**src/rtl/adc_capture_pkg.sv**
```systemverilog
// Shared types and constants for the ADC capture controller.
package adc_capture_pkg;

   localparam int ADC_W           = 12;
   localparam int TIMEOUT_DEFAULT = 50000;

   // Capture FSM states; also exported on the debug state port.
   typedef enum logic [1:0] {
      S_IDLE    = 2'd0,
      S_WAIT    = 2'd1,
      S_ACCUM   = 2'd2,
      S_PRESENT = 2'd3
   } state_t;

endpackage

```
**src/rtl/adc_capture_if.sv**
```systemverilog
// Consumer-side sample handshake between the capture controller and the servo path.
// Handshake: the master raises valid_o with sample_o stable and holds both
// unchanged until a rising clock edge sees valid_o & ready_i high; that edge is
// the transfer. ready_i may toggle freely and has no effect while valid_o is low.
interface adc_capture_if;
   import adc_capture_pkg::*;

   logic [ADC_W-1:0] sample_o;
   logic             valid_o;
   logic             ready_i;

   modport master (output sample_o, output valid_o, input ready_i);
   modport slave  (input sample_o, input valid_o, output ready_i);

endinterface

```
**src/rtl/adc_capture_strobe_sync.sv**
```systemverilog
// Two-flop synchronizer for the Arduino data-valid strobe plus a registered
// rising-edge detector. The edge pulse is high for one cycle, the cycle after
// the synchronized level first reads 1.
module strobe_sync (
   input  logic clk_i,
   input  logic reset,
   input  logic dataf_i,
   output logic dataf_o,
   output logic edge_o
);

   logic r_sync1;
   logic r_sync2;
   logic r_prev;
   logic r_edge;

   // Synchronize the strobe and register a one-cycle pulse on its rising edge.
   always_ff @(posedge clk_i) begin
      if (!reset) begin
         r_sync1 <= 1'b0;
         r_sync2 <= 1'b0;
         r_prev  <= 1'b0;
         r_edge  <= 1'b0;
      end else begin
         r_sync1 <= dataf_i;
         r_sync2 <= r_sync1;
         r_prev  <= r_sync2;
         r_edge  <= r_sync2 & ~r_prev;
      end
   end

   assign dataf_o = r_sync2;
   assign edge_o  = r_edge;

endmodule

```
**src/rtl/adc_capture_ctrl.sv**
```systemverilog
// ADC capture controller: takes strobed 12-bit conversions from an Arduino,
// optionally averages 2^AVG_LOG2 of them, and presents the result on a
// valid/ready port. Flags a WAIT timeout and strobes dropped while presenting.
// Build option: define ADC_CAPTURE_AVG_EN to enable averaging; without it
// each captured sample is presented unmodified.
module adc_capture_ctrl
   import adc_capture_pkg::*;
#(
   parameter int TIMEOUT_CYCLES = TIMEOUT_DEFAULT,
   parameter int AVG_LOG2       = 2
) (
   input  logic             clk_i,
   input  logic             reset,
   input  logic             enable_i,
   input  logic [ADC_W-1:0] arduino_i,
   input  logic             dataf_i,
   adc_capture_if.master    cons,
   output logic             dataf_o,
   output logic [ADC_W-1:0] LEDS_o,
   output logic             timeout_o,
   output logic             overrun_o,
   output state_t           dbg_state_o
);

`ifdef ADC_CAPTURE_AVG_EN
   localparam int SHIFT = AVG_LOG2;
`else
   // Averaging off: one sample per result, so the shift collapses to zero.
   localparam int SHIFT = 0 * AVG_LOG2;
`endif
   localparam int ACC_W = ADC_W + SHIFT;
   localparam int CNT_W = SHIFT + 1;
   localparam int TO_W  = (TIMEOUT_CYCLES > 2) ? $clog2(TIMEOUT_CYCLES) : 1;
   localparam logic [CNT_W-1:0] CNT_TARGET = CNT_W'(1 << SHIFT);
   localparam logic [TO_W-1:0]  TO_MAX     = TO_W'(TIMEOUT_CYCLES - 1);

   state_t           r_state;
   state_t           w_next;
   logic             w_edge;
   logic             w_valid;
   logic             w_xfer;
   logic             w_count_done;
   logic [ADC_W-1:0] w_avg;
   logic [ACC_W-1:0] r_acc;
   logic [CNT_W-1:0] r_cnt;
   logic [TO_W-1:0]  r_to_cnt;
   logic [ADC_W-1:0] r_sample;
   logic [ADC_W-1:0] r_leds;
   logic             r_timeout;
   logic             r_overrun;

   strobe_sync u_sync (
      .clk_i   (clk_i),
      .reset   (reset),
      .dataf_i (dataf_i),
      .dataf_o (dataf_o),
      .edge_o  (w_edge)
   );

   assign w_valid      = (r_state == S_PRESENT);
   assign w_xfer       = w_valid & cons.ready_i;
   assign w_count_done = (r_cnt == CNT_TARGET);
   // Sum of 2^SHIFT 12-bit samples fits ACC_W bits exactly; truncating shift.
   assign w_avg        = ADC_W'(r_acc >> SHIFT);

   // FSM state register.
   always_ff @(posedge clk_i) begin
      if (!reset) begin
         r_state <= S_IDLE;
      end else begin
         r_state <= w_next;
      end
   end

   // FSM next state; disable overrides everything and parks in IDLE.
   always_comb begin
      w_next = r_state;
      if (!enable_i) begin
         w_next = S_IDLE;
      end else begin
         case (r_state)
            S_IDLE:    w_next = S_WAIT;
            S_WAIT:    if (w_edge) w_next = S_ACCUM;
            S_ACCUM:   w_next = w_count_done ? S_PRESENT : S_WAIT;
            S_PRESENT: if (w_xfer) w_next = S_WAIT;
            default:   w_next = S_IDLE;
         endcase
      end
   end

   // Datapath: accumulate, time out in WAIT, latch result, track sticky flags.
   always_ff @(posedge clk_i) begin
      if (!reset) begin
         r_acc     <= '0;
         r_cnt     <= '0;
         r_to_cnt  <= '0;
         r_sample  <= '0;
         r_leds    <= '0;
         r_timeout <= 1'b0;
         r_overrun <= 1'b0;
      end else begin
         if (w_xfer) r_leds <= r_sample;
         if (!enable_i) begin
            r_acc     <= '0;
            r_cnt     <= '0;
            r_to_cnt  <= '0;
            r_timeout <= 1'b0;
            r_overrun <= 1'b0;
         end else begin
            case (r_state)
               S_WAIT: begin
                  if (w_edge) begin
                     r_acc    <= r_acc + ACC_W'(arduino_i);
                     r_cnt    <= r_cnt + CNT_W'(1);
                     r_to_cnt <= '0;
                  end else if (r_to_cnt == TO_MAX) begin
                     // Source went quiet: drop the partial group and keep waiting.
                     r_timeout <= 1'b1;
                     r_acc     <= '0;
                     r_cnt     <= '0;
                     r_to_cnt  <= '0;
                  end else begin
                     r_to_cnt <= r_to_cnt + TO_W'(1);
                  end
               end
               S_ACCUM: begin
                  r_to_cnt <= '0;
                  if (w_count_done) r_sample <= w_avg;
               end
               S_PRESENT: begin
                  r_to_cnt <= '0;
                  if (w_edge) r_overrun <= 1'b1;
                  if (w_xfer) begin
                     r_acc <= '0;
                     r_cnt <= '0;
                  end
               end
               default: r_to_cnt <= '0;
            endcase
         end
      end
   end

   assign cons.valid_o  = w_valid;
   assign cons.sample_o = r_sample;
   assign LEDS_o        = r_leds;
   assign timeout_o     = r_timeout;
   assign overrun_o     = r_overrun;
   assign dbg_state_o   = r_state;

endmodule

```
**src/flat_wrapper.sv**
```systemverilog
// flat-port wrapper written by rule: the top's interface ports become plain ports
module adc_capture_ctrl_flat import adc_capture_pkg::*;
#(
   parameter int TIMEOUT_CYCLES = TIMEOUT_DEFAULT,
   parameter int AVG_LOG2       = 2
)
  (clk_i, reset, enable_i, arduino_i, dataf_i, dataf_o, LEDS_o, timeout_o, overrun_o, dbg_state_o, cons_sample_o, cons_valid_o, cons_ready_i);
  adc_capture_if cons_i ();
  input  logic clk_i;
  input  logic reset;
  input  logic enable_i;
  input  logic [ADC_W-1:0] arduino_i;
  input  logic dataf_i;
  output logic dataf_o;
  output logic [ADC_W-1:0] LEDS_o;
  output logic timeout_o;
  output logic overrun_o;
  output state_t dbg_state_o;
  output wire logic [$bits(cons_i.sample_o)-1:0] cons_sample_o;
  output wire logic [$bits(cons_i.valid_o)-1:0] cons_valid_o;
  input wire logic [$bits(cons_i.ready_i)-1:0] cons_ready_i;
  assign cons_sample_o = cons_i.sample_o;
  assign cons_valid_o = cons_i.valid_o;
  assign cons_i.ready_i = cons_ready_i;
  adc_capture_ctrl #(.TIMEOUT_CYCLES(TIMEOUT_CYCLES), .AVG_LOG2(AVG_LOG2)) u_core (.clk_i(clk_i), .reset(reset), .enable_i(enable_i), .arduino_i(arduino_i), .dataf_i(dataf_i), .cons(cons_i), .dataf_o(dataf_o), .LEDS_o(LEDS_o), .timeout_o(timeout_o), .overrun_o(overrun_o), .dbg_state_o(dbg_state_o));
endmodule
```
**config.mk**
```make
export PLATFORM = sky130hd
export DESIGN_NAME = adc_capture_ctrl_flat
export DESIGN_NICKNAME = d
export VERILOG_FILES = /design/src/rtl/adc_capture_pkg.sv /design/src/rtl/adc_capture_if.sv /design/src/rtl/adc_capture_strobe_sync.sv /design/src/rtl/adc_capture_ctrl.sv /design/src/flat_wrapper.sv
export SDC_FILE = /design/constraint.sdc
export NUM_CORES = 1
export LEC_CHECK = 0
export CAP_MARGIN = 25
export CORE_UTILIZATION = 48
export DETAILED_ROUTE_END_ITERATION = 10
export PLACE_DENSITY = 0.76
export SLEW_MARGIN = 30
export SYNTH_ARGS = -nofsm -noshare
export SYNTH_HDL_FRONTEND = slang
export SYNTH_HIERARCHICAL = 1
export SYNTH_SLANG_ARGS = --single-unit
```
**constraint.sdc**
```tcl
create_clock -name clk_i -period 2 [get_ports clk_i]
set_input_delay 0.4 -clock clk_i [delete_from_list [all_inputs] [get_ports clk_i]]
set_output_delay 0.4 -clock clk_i [all_outputs]
set_load 0.01 [all_outputs]
```
Yosys cells after proc, flatten, opt, wreduce, memory -nomap -nowiden --
Index checks and enable logic that the tools add are counted.
Word-level totals: word-level logic and storage cells 50, flip-flop bits (word level) 61, output and inout port bits 30, bits of input ports 17
Operators by class: $add $sub $neg 3, reductions and logical operators 9, muxes and demuxes 12, eq/ne operators 7, bitwise operators 7
Operator list (number):
- $mux W12 | 3
- $pmux W12 S2 | 1
- $add A16 B1 Y16 const B | 1
- $eq A16 B16 Y1 const B | 1
- $add A12 B12 Y12 | 1
- $reduce_and A3 Y1 | 3
- $pmux W2 S4 | 1
- $mux W2 | 3
- $reduce_and A2 Y1 | 3
- $not A1 Y1 | 5
- $reduce_or A5 Y1 | 1
- $eq A2 B2 Y1 const B | 2
- $ne A2 B2 Y1 const B | 2
- $mux W1 | 3
- $ne A3 B2 Y1 const B | 1
- $and A1 B1 Y1 | 2
- $eq A2 B1 Y1 const B | 1
- $logic_not A2 Y1 | 1
- $pmux W1 S2 | 1
- $reduce_bool A2 Y1 | 1
- $add A1 B1 Y1 const B | 1

Longest topological paths before layout --
Gate-level depths: netlist of run 1.
word-level depth 4, gate-level depth with buffers 8, mapped depth without buffers 8

Cells and area by module --
Netlist of run 1, hierarchy kept.
Modules (own cells, without submodules):
- adc_capture_ctrl | sequential area each 1141.1 µm², instances 1, cells an instance 312, area an instance 2693.8 µm²
- strobe_sync | sequential area each 80.1 µm², instances 1, cells an instance 8, area an instance 111.4 µm²

Worst setup path after synthesis of run 1 --
No wires, ideal clock.
path type input port to flip-flop, start input port arduino_i[0], end register u_core.r_acc[10], setup slack -0.110 ns, stages 8, path buffers 0, library setup time 0.124 ns, arrival 1.985 ns, data required time 1.876 ns, cell sequence ha_1 -> fa_1 -> a21o_1 -> a21oi_1 -> o21ai_0 -> a41oi_1 -> xor2_1 -> o21ai_1
On the way: cells in the longest elaborated chain, start to end 3
RTL lines:
- from (decl) | line flat_wrapper.sv:12 | input logic [ADC_W-1:0] arduino_i;
- $add A12 B12 Y12 | line adc_capture_ctrl.sv:113 | r_acc <= r_acc + ACC_W'(arduino_i);
- $mux W12 | line adc_capture_ctrl.sv:112 | if (w_edge) begin
- $pmux W12 S2 | line adc_capture_ctrl.sv:110 | case (r_state)
- to (signal assigned) | line adc_capture_ctrl.sv:113
- to (decl) | line adc_capture_ctrl.sv:44 | logic [ACC_W-1:0] r_acc;
No other way between the ends. A chain may end at the register's enable or synchronous reset.

Worst setup path in the final report of run 1 --
start input port arduino_i[6], end register u_core.r_acc[9]
The elaborated chain is that of the path after synthesis.

==> results.sh, run 1 <==
export IMPL_setup_worst_path_class="input port to flop"
export IMPL_status="finished clean"
export IMPL_slew_headroom_pct=73.2
export IMPL_synth_warnings=6
export IMPL_rsz0062_at_grt="yes"
export IMPL_post_route_min_period_ns=1.96
export IMPL_cts_tree="built"
export IMPL_ys_types=44
export IMPL_cts_buffer_depth=2
export IMPL_die_y_um=78.4
export IMPL_clock_skew_ns=0.00523
export IMPL_cts_sinks=61
export IMPL_drt_iter0_drc=144
export IMPL_crit_required_ns=2.22
export IMPL_max_stage_delay_ns=0.43
export IMPL_layout_setup_ws_ns=0.0371
export IMPL_post_synth_top_area_cell="dfxtp_1"
export IMPL_antenna_found_initial=0
export IMPL_synth_top_cell_area_share_pct=43.5
export IMPL_yosysSeqAreaShare_pct=43.5
export IMPL_h_tree_depth=3
export IMPL_drive_gt1_share_pct=15.7
export IMPL_maxCapViolations=0
export IMPL_fmax_mhz=509
export IMPL_fill_cells=456
export IMPL_power_density_mw_per_mm2=592
export IMPL_root_buffer="clkbuf_8"
export IMPL_insertion_delay_ns=0.33
export IMPL_cts_hold_buffers_added=0
export IMPL_setup_viol=0
export IMPL_hold_worst_slack_ns=0.446
export IMPL_synth_common_cells="dfxtp_1, nand2_1, nor2_1"
export IMPL_worstMarginPinSlew_ns=0.402
export IMPL_slowest_stage="clkdlybuf4s50_1"
export IMPL_synth_flop_cell="dfxtp_1"
export IMPL_grt_usage_pct=22.8
export IMPL_via_per_inst=5.18
export IMPL_drv_slew=0
export IMPL_io_pins=47
export IMPL_hold_violations=0
export IMPL_cp_cell_sequence="clkdlybuf4s50_1 -> ha_1 -> a21o_1 -> a2111oi_2 -> o21ai_1 -> a31oi_1 -> xor2_1 -> o21ai_1"
export IMPL_crit_path_start_kind="input port"
export IMPL_first_global_vias=2359
export IMPL_syn_area_mm2=0.00281
export IMPL_nNetsFinal=430
export IMPL_start_util_pct=50.3
export IMPL_cpMostUsedCell="o21ai_1"
export IMPL_dieArea_mm2=0.00615
export IMPL_synth_area_leaders="dfxtp_1, nand2_1, ha_1"
export IMPL_end_kind="flop"
export IMPL_cp_max_fo=2
export IMPL_syn_inst=320
export IMPL_die_w_um=78.4
export IMPL_areaGrowthSynthToFinish_pct=35.5
export IMPL_cts_buffers=9
export IMPL_synth_enable_flop_cells=0
export IMPL_ir_worst_vdd_mv=0.294
export IMPL_wl_per_cell_um=13.9
export IMPL_finalCritPeriodShare_pct=98.1
export IMPL_postSynthAreaPerCell_um2=8.77
export IMPL_ys_ff_latch=61
export IMPL_cp_arrival_ns=2.18
export IMPL_drc=0
export IMPL_synthArstFlopShare_pct=0
export IMPL_place_congestion=0.797
export IMPL_core_mm2=0.00557
export IMPL_syn_num_nets=353
export IMPL_clk_pin_slew_worst_paths_ns=0.06
export IMPL_dr_pass1_iters=4
export IMPL_vias=2453
export IMPL_grt_pass1_wl_mm=10.9
export IMPL_yosys_cell_count_top_type="dfxtp_1"
export IMPL_p_leak_nw=1.41
export IMPL_rows=27
export IMPL_io_buffers=46
export IMPL_grt_max_degree=29
export IMPL_antennaDiodeCount=0
export IMPL_detail_route_antenna_nets=0
export IMPL_dp_final_hpwl_mm=4.65
export IMPL_holdCritPathClass="flop to flop"
export IMPL_grt_overflow=0
export IMPL_pre_cts_slack_ns=-0.600
export IMPL_wl_mm=6.57
## stage by stage
| stage | area (um^2) | TNS [ns] | util, % | std cells | total power [mW] |
|---|---|---|---|---|---|
| after CTS | 3750 | 0 | 67.3 | 474 | 2.26 |
| after global routing | 3800 | -0.0619 | 68.2 | 474 | 2.35 |
| after detailed placement | 3520 | -3.29 | 63.2 | 456 | 1.39 |
| after floorplan | 2820 | -0.00501 | - | 320 | 1.32 |
| final | 3800 | 0 | 68.2 | 474 | 2.25 |
| after global placement | 3520 | -2.85 | 63.2 | 456 | 1.39 |
## flip-flops by register name, summed over array words and instances (netlist names)
register,flops
u_core/timeout_o,1
u_core/r_to_cnt,16
u_core/cons.sample_o,12
u_core/u_sync/edge_o,1
u_core/u_sync/dataf_o,1
u_core/dbg_state_o,2
u_core/r_cnt,1
u_core/overrun_o,1
u_core/LEDS_o,12
u_core/r_acc,12
u_core/u_sync/r_sync1,1
u_core/u_sync/r_prev,1
## worst paths after layout
kind	endpoint	slack [ns]	startpoint	depth (start not counted)
max	u_core/r_acc[9]	0.04	arduino_i[6]	8
min	u_core/r_to_cnt[0]	0.45	u_core/r_to_cnt[0]	1
max reg2reg	u_core/r_to_cnt[12]	0.10	u_core/r_to_cnt[11]	5
min reg2reg	u_core/r_to_cnt[0]	0.45	u_core/r_to_cnt[0]	1
## power by group
group / switching, mW / internal (mW)
Combinational: 0.0708 / 0.0768
Clock: 0.431 / 0.448
Sequential: 0.00466 / 1.22
Total: 0.506 / 1.75
## critical path, delay by kind of cell
kind            cells  cell delay, ns
fa+ha+maj           1            0.30
compound gates      5            0.88
xor+xnor            1            0.16
buf+inv             1            0.43
## cells in the final DEF, fill, tap and decap left out, types with 6 or more instances in the layout
cell type / netlist / layout
dfxtp_1: 61 / 61
nand2_1: 60 / 60
clkdlybuf4s50_1: 0 / 41
nor2_1: 34 / 34
buf_4: 1 / 29
a21boi_0: 24 / 24
xnor2_1: 12 / 12
inv_1: 11 / 11
xor2_1: 11 / 11
ha_1: 15 / 10
clkbuf_8: 0 / 9
nand3_1: 9 / 9
a21oi_1: 9 / 8
a22oi_1: 6 / 6
o21ai_1: 6 / 6
and3_1: 6 / 6
## per-layer routing
| metal | routed length (um) | vias to the layer above | track usage, % |
|---|---|---|---|
| met5 | 0 | - | 0 |
| li1 | - | 1247 | - |
| met2 | 3210 | 60 | 36.6 |
| met1 | 3040 | 1140 | 29.2 |
| met3 | 248 | 6 | 4.65 |
| met4 | 72 | 0 | 10.6 |
## area by class of cell
class,instances,area [um^2],area share (%)
Sequential cell,61,1220,32.1
Inverter,11,41.3,1.09
Clock inverter,2,10.0,0.263
Multi-Input combinational cell,239,1620,42.6
Timing Repair Buffer,75,676,17.8
Clock buffer,14,143,3.75
Tap cell,72,90.1,2.37
## timing repair
item / in CTS / in global routing
resized for setup: 17 / 9
buffers inserted: 2 / 0
setup endpoints to repair: 7 / 8
pin swaps: 13 / 11
## logic make-up after synthesis
family,Yosys count,share of synthesized area [%]
DFF,61,43.5
AOI/OAI and AO/OA,68,16.6
and+or+nand+nor,130,21.5
buffers and inverters,20,3.08
adders and majority gates,16,7.40
xor gates and xnor gates,23,7.18
muxes,2,0.714
No activity file was read; power rests on OpenSTA's default activity.
==> run 2, diff against run 1 <==
SETUP_SLACK_MARGIN = 0.05   (was unset)
SLEW_MARGIN = 0   (was 30)
==> run 2 against run 1 <==
First-iteration DRC count is 29% lower; global-route usage is 0.47 points higher; combinational power is 7% higher; highest routed layer unchanged; critical path depth is 3 higher; largest cell class unchanged; fmax is 3.3% higher; wire length is 2.4% higher; cell count is 0.84% higher.
==> results.sh, run 2 (synthesized netlist as in run 1, its figures left out) <==
export IMPL_rsz0062_at_grt="yes"
export IMPL_r2r_end="u_core/r_acc[9]"
export IMPL_drive_gt1_share_pct=19.2
export IMPL_io_pins=47
export IMPL_antennaDiodeCount=0
export IMPL_die_y_um=78.4
export IMPL_dr_pass1_iters=4
export IMPL_final_common_cell="nand2_1"
export IMPL_h_tree_depth=3
export IMPL_crit_path_start_kind="input port"
export IMPL_reg2reg_from="u_core/r_acc[2]"
export IMPL_grt_overflow=0
export IMPL_slew_headroom_pct=73.1
export IMPL_grt_max_degree=29
export IMPL_grt_usage_pct=23.2
export IMPL_antenna_found_initial=0
export IMPL_core_mm2=0.00557
export IMPL_root_buffer="clkbuf_8"
export IMPL_grt_pass1_wl_mm=11.1
export IMPL_r2r_slack_ns=0.10
export IMPL_power_density_mw_per_mm2=579
export IMPL_drt_iter0_drc=102
export IMPL_fmax_mhz=527
export IMPL_insertion_delay_ns=0.33
export IMPL_maxCapViolations=0
export IMPL_p_leak_nw=1.44
export IMPL_detail_route_antenna_nets=0
export IMPL_drc=0
export IMPL_setup_worst_path_class="input port to flop"
export IMPL_largest_register="u_core/r_to_cnt"
export IMPL_multi_input_area_mm2=0.00169
export IMPL_finalCritPeriodShare_pct=95.0
export IMPL_utilization_pct=70.1
export IMPL_nNetsFinal=434
export IMPL_post_route_min_period_ns=1.90
export IMPL_place_congestion=0.797
export IMPL_wl_per_cell_um=14.1
export IMPL_fin_tns_setup_ns=0
export IMPL_first_global_vias=2421
export IMPL_finish_instance_area_mm2=0.00391
export IMPL_dieArea_mm2=0.00615
export IMPL_ff_latch_area_mm2=0.00123
export IMPL_hold_violations=0
export IMPL_largest_reg_flops=16
export IMPL_cp_arrival_ns=2.12
export IMPL_status="finished clean"
export IMPL_pre_cts_slack_ns=-0.600
export IMPL_cts_buffers=9
export IMPL_drv_slew=0
export IMPL_cts_sinks=61
export IMPL_holdPathStages=1
export IMPL_end_kind="flop"
export IMPL_start_util_pct=50.3
export IMPL_worstMarginPinSlew_ns=0.403
export IMPL_areaGrowthSynthToFinish_pct=39.3
export IMPL_rows=27
export IMPL_min_to="u_core/r_to_cnt[0]"
export IMPL_ir_worst_vdd_mv=0.288
export IMPL_setup_viol=0
export IMPL_cts_tree="built"
export IMPL_totalPowerFinal_mw=2.26
export IMPL_die_w_um=78.4
export IMPL_cts_buffer_depth=2
export IMPL_layout_setup_ws_ns=0.101
export IMPL_final_cell_mix="nand2_1, dfxtp_1, clkdlybuf4s50_1, nor2_1, buf_4"
export IMPL_fill_cells=437
export IMPL_clock_skew_ns=0.00525
export IMPL_vias=2514
export IMPL_dp_final_hpwl_mm=4.65
export IMPL_reg2reg_depth=10
export IMPL_via_per_inst=5.26
export IMPL_holdCritPathClass="flop to flop"
export IMPL_io_buffers=46
export IMPL_wl_mm=6.73
export IMPL_place_area_mm2=0.00352
export IMPL_hp_start="u_core/r_to_cnt[0]"
export IMPL_clk_pin_slew_worst_paths_ns=0.06
export IMPL_cp_max_fo=2
export IMPL_crit_required_ns=2.22
## run 2: changes by cell type in the layout (fill, tap and decap cells not counted), sizes merged
cell | previous run | this run
dlygate4sd2 | 4 | 5
buf | 29 | 33
clkdlybuf4s50 | 41 | 40
## run 2: metal layers
layer / track usage (%) / vias up / routed length (um)
met1: 29.4 / 1173 / 3010
met3: 5.23 / 10 / 332
met5: 0 / - / 0
li1: - / 1256 / -
met4: 11.5 / 0 / 94
met2: 37.2 / 75 / 3290
## run 2: worst max path at each step
stage	from	to	slack (ns)
global route	u_core/r_acc[1]	u_core/r_acc[11]	0.003
finish	arduino_i[2]	u_core/r_acc[9]	0.10
detailed placement	arduino_i[1]	u_core/r_acc[11]	-0.60
global placement	arduino_i[1]	u_core/r_acc[11]	-0.52
floorplan	arduino_i[0]	u_core/r_acc[10]	-0.005
CTS	arduino_i[9]	u_core/r_acc[11]	0.03
## run 2: final cells by class
type,count,share of cell area (%)
flip-flops and latches,61,31.5
well taps,72,2.31
clock buffers,14,3.65
clock inverters,2,0.256
multi-input cells,239,43.2
repair buffers,79,18.0
inverters,11,1.06
## run 2: per-stage QoR
stage / hold slack (ns) / cells
global route: 0.474 / 478
detailed placement: 0.435 / 456
finish: 0.446 / 478
global placement: 0.423 / 456
floorplan: 0.413 / 320
CTS: 0.450 / 478
## run 2: repair_timing
item	in CTS	in global routing
setup buffers	6	0
pin swaps	18	11
endpoints found under the setup margin	7	11
gates resized for setup	20	22
hold buffers	0	0
## run 2: worst max-delay path: stages
cell           delay [ns]
dlygate4sd2_1        0.26
ha_4                 0.24
o211ai_1             0.28
buf_4                0.17
buf_4                0.09
buf_4                0.09
buf_4                0.09
o21ai_2              0.05
a31oi_1              0.21
xor2_1               0.16
o21ai_1              0.07
## run 2: power breakdown
part / internal (mW) / leakage (nW) / switching [mW]
registers: 1.22 / 0.495 / 0.00469
logic: 0.0827 / 0.864 / 0.0748
clock network: 0.448 / 0.0784 / 0.431
total: 1.75 / 1.44 / 0.511
==> run 3, diff against run 2 <==
SETUP_SLACK_MARGIN = 0.5   (was 0.05)
clock period = 1.55 ns   (was 2 ns; I/O delays follow)
==> run 3 against run 2 <==
Highest routed layer unchanged; non-clock buffer count grew 59; global-route usage increased by 7.6 points; clock skew up 0.0039 ns; clock-buffer cell count down 2; first-iteration DRC count grew to 3.2 times the previous value; worst setup slack lost 0.57 ns; sequential power grew 30%; wire length rose by 76%; die area stayed put; critical path depth decreased by 3; the flow now finishes with violations (setup timing).
==> results.sh, run 3 (synthesized netlist as in run 1, its figures left out) <==
export IMPL_status="finished with violations"
export IMPL_violations="setup timing"
export IMPL_fmax_mhz=496
export IMPL_path_buf_inv=0
export IMPL_grt_pass1_wl_mm=14.6
export IMPL_largest_register="u_core/r_to_cnt"
export IMPL_startpoint="u_core/r_acc[0]"
export IMPL_max_stage_delay_ns=0.36
export IMPL_totalPowerFinal_mw=3.53
export IMPL_core_mm2=0.00557
export IMPL_die_y_um=78.4
export IMPL_layout_setup_ws_ns=-0.466
export IMPL_root_buffer="clkbuf_8"
export IMPL_setup_viol=32
export IMPL_die_w_um=78.4
export IMPL_areaGrowthSynthToFinish_pct=78.9
export IMPL_grt_usage_pct=30.8
export IMPL_rows=27
export IMPL_cp_max_fo=3
export IMPL_io_pins=47
export IMPL_clock_skew_ns=0.00917
export IMPL_pre_cts_slack_ns=-0.906
export IMPL_ir_worst_vdd_mv=0.665
export IMPL_post_route_min_period_ns=2.02
export IMPL_antennaDiodeCount=0
export IMPL_reg2reg_depth=8
export IMPL_worstMarginPinSlew_ns=0.366
export IMPL_r2r_end="u_core/r_acc[10]"
export IMPL_grt_overflow=0
export IMPL_cp_arrival_ns=2.26
export IMPL_clk_pin_slew_worst_paths_ns=0.08
export IMPL_wl_mm=11.8
export IMPL_reg2reg_from="u_core/r_acc[0]"
export IMPL_holdCritPathClass="flop to flop"
export IMPL_slew_headroom_pct=75.6
export IMPL_stdcell_count=539
export IMPL_hp_start="u_core/u_sync/r_sync1"
export IMPL_nNetsFinal=495
export IMPL_r2r_slack_ns=-0.47
export IMPL_antenna_found_initial=0
export IMPL_start_util_pct=50.3
export IMPL_wl_per_cell_um=22.0
export IMPL_cts_buffers=9
export IMPL_drive_gt1_share_pct=63.0
export IMPL_detail_route_antenna_nets=0
export IMPL_io_buffers=46
export IMPL_end_kind="flop"
export IMPL_cp_cell_sequence="ha_4 -> fa_2 -> a21o_1 -> a21oi_4 -> o21ai_2 -> a41oi_2 -> xor2_1 -> o21ai_1"
export IMPL_final_cell_mix="buf_4, buf_6, dfxtp_2, nand2_2, dfxtp_1"
export IMPL_grt_max_degree=29
export IMPL_place_congestion=0.814
export IMPL_h_tree_depth=3
export IMPL_holdPathStages=1
export IMPL_first_global_vias=3034
export IMPL_via_per_inst=6.07
export IMPL_cts_tree="built"
export IMPL_vias=3271
export IMPL_setup_worst_path_class="flop to flop"
export IMPL_crit_required_ns=1.80
export IMPL_placedCellCount=482
export IMPL_cts_buffer_depth=2
export IMPL_dp_final_hpwl_mm=4.75
export IMPL_hold_violations=0
export IMPL_dieArea_mm2=0.00615
export IMPL_rsz0062_at_grt="yes"
export IMPL_crit_family="compound AO/OA/AOI/OAI gates"
export IMPL_insertion_delay_ns=0.36
export IMPL_dr_pass1_iters=6
export IMPL_drt_iter0_drc=324
export IMPL_finalCritPeriodShare_pct=130
export IMPL_slowest_stage="fa_2"
export IMPL_crit_path_start_kind="flop"
export IMPL_drc=0
export IMPL_drv_slew=0
export IMPL_largest_reg_flops=16
export IMPL_hold_worst_slack_ns=0.448
export IMPL_cts_sinks=61
export IMPL_fin_tns_setup_ns=-8.31
export IMPL_min_to="u_core/u_sync/dataf_o"
export IMPL_p_leak_nw=2.03
export IMPL_final_common_cell="buf_4"
export IMPL_power_density_mw_per_mm2=703
export IMPL_maxCapViolations=0
## run 3: cell types whose count changed in the layout (fill, tap and decap cells not counted), moves of 10 or more
cell	delta
buf_4	+41
buf_6	+41
nand2_1	-41
clkdlybuf4s50_1	-32
dfxtp_1	-32
dfxtp_2	+31
nand2_2	+29
a21boi_0	-24
nor2_1	-15
a21boi_1	+14
nor2_2	+13
nand2_4	+12
a21boi_2	+10
## run 3: per-stage QoR
stage	util (%)	area [um^2]
2_1_floorplan	-	2940
3_3_place_gp	68.3	3800
3_5_place_dp	68.3	3800
4_1_cts	82.8	4610
5_1_grt	90.1	5020
6_report	90.1	5020
## run 3: layout make-up
| class | instances | area [um^2] |
|---|---|---|
| multi-input combinational | 241 | 2090 |
| timing repair buffer | 138 | 1290 |
| sequential | 61 | 1270 |
| fill | 217 | 554 |
| clock buffer | 12 | 155 |
| tap | 72 | 90.1 |
| clock inverter | 4 | 70.1 |
| inverter | 11 | 43.8 |
## run 3: worst max-delay path by stage
stage,cells after the start,slack (ns),endpoint
2_1_floorplan,7,-0.27,u_core/r_acc[11]
3_3_place_gp,8,-0.84,u_core/r_acc[11]
3_5_place_dp,8,-0.91,u_core/r_acc[11]
4_1_cts,7,-0.33,u_core/r_acc[11]
5_1_grt,8,-0.50,u_core/r_acc[10]
6_report,8,-0.47,u_core/r_acc[10]
## run 3: repair_timing
item | 4_1_cts | 5_1_grt
buffers inserted | 24 | 12
hold endpoints to repair | 0 | 0
pin swaps | 51 | 36
hold buffers | 0 | 0
resized for setup | 260 | 83
endpoints found under the setup margin | 86 | 90
cloned | 5 | 0
## run 3: where the power goes
| group | switching [mW] | internal (mW) |
|---|---|---|
| Combinational | 0.143 | 0.141 |
| Sequential | 0.00729 | 1.57 |
| Clock | 0.677 | 0.989 |
| Total | 0.828 | 2.70 |
## run 3: layer usage
metal / GRT usage (%) / part of all wire (%) / wire length, um / vias up
met2: 51.0 / 48 / 5720 / 237
met4: 16.3 / 5.0 / 590 / 0
met3: 6.74 / 8.1 / 955 / 68
li1: - / - / - / 1382
met5: 0 / 0 / 0 / -
met1: 37.3 / 39 / 4580 / 1584
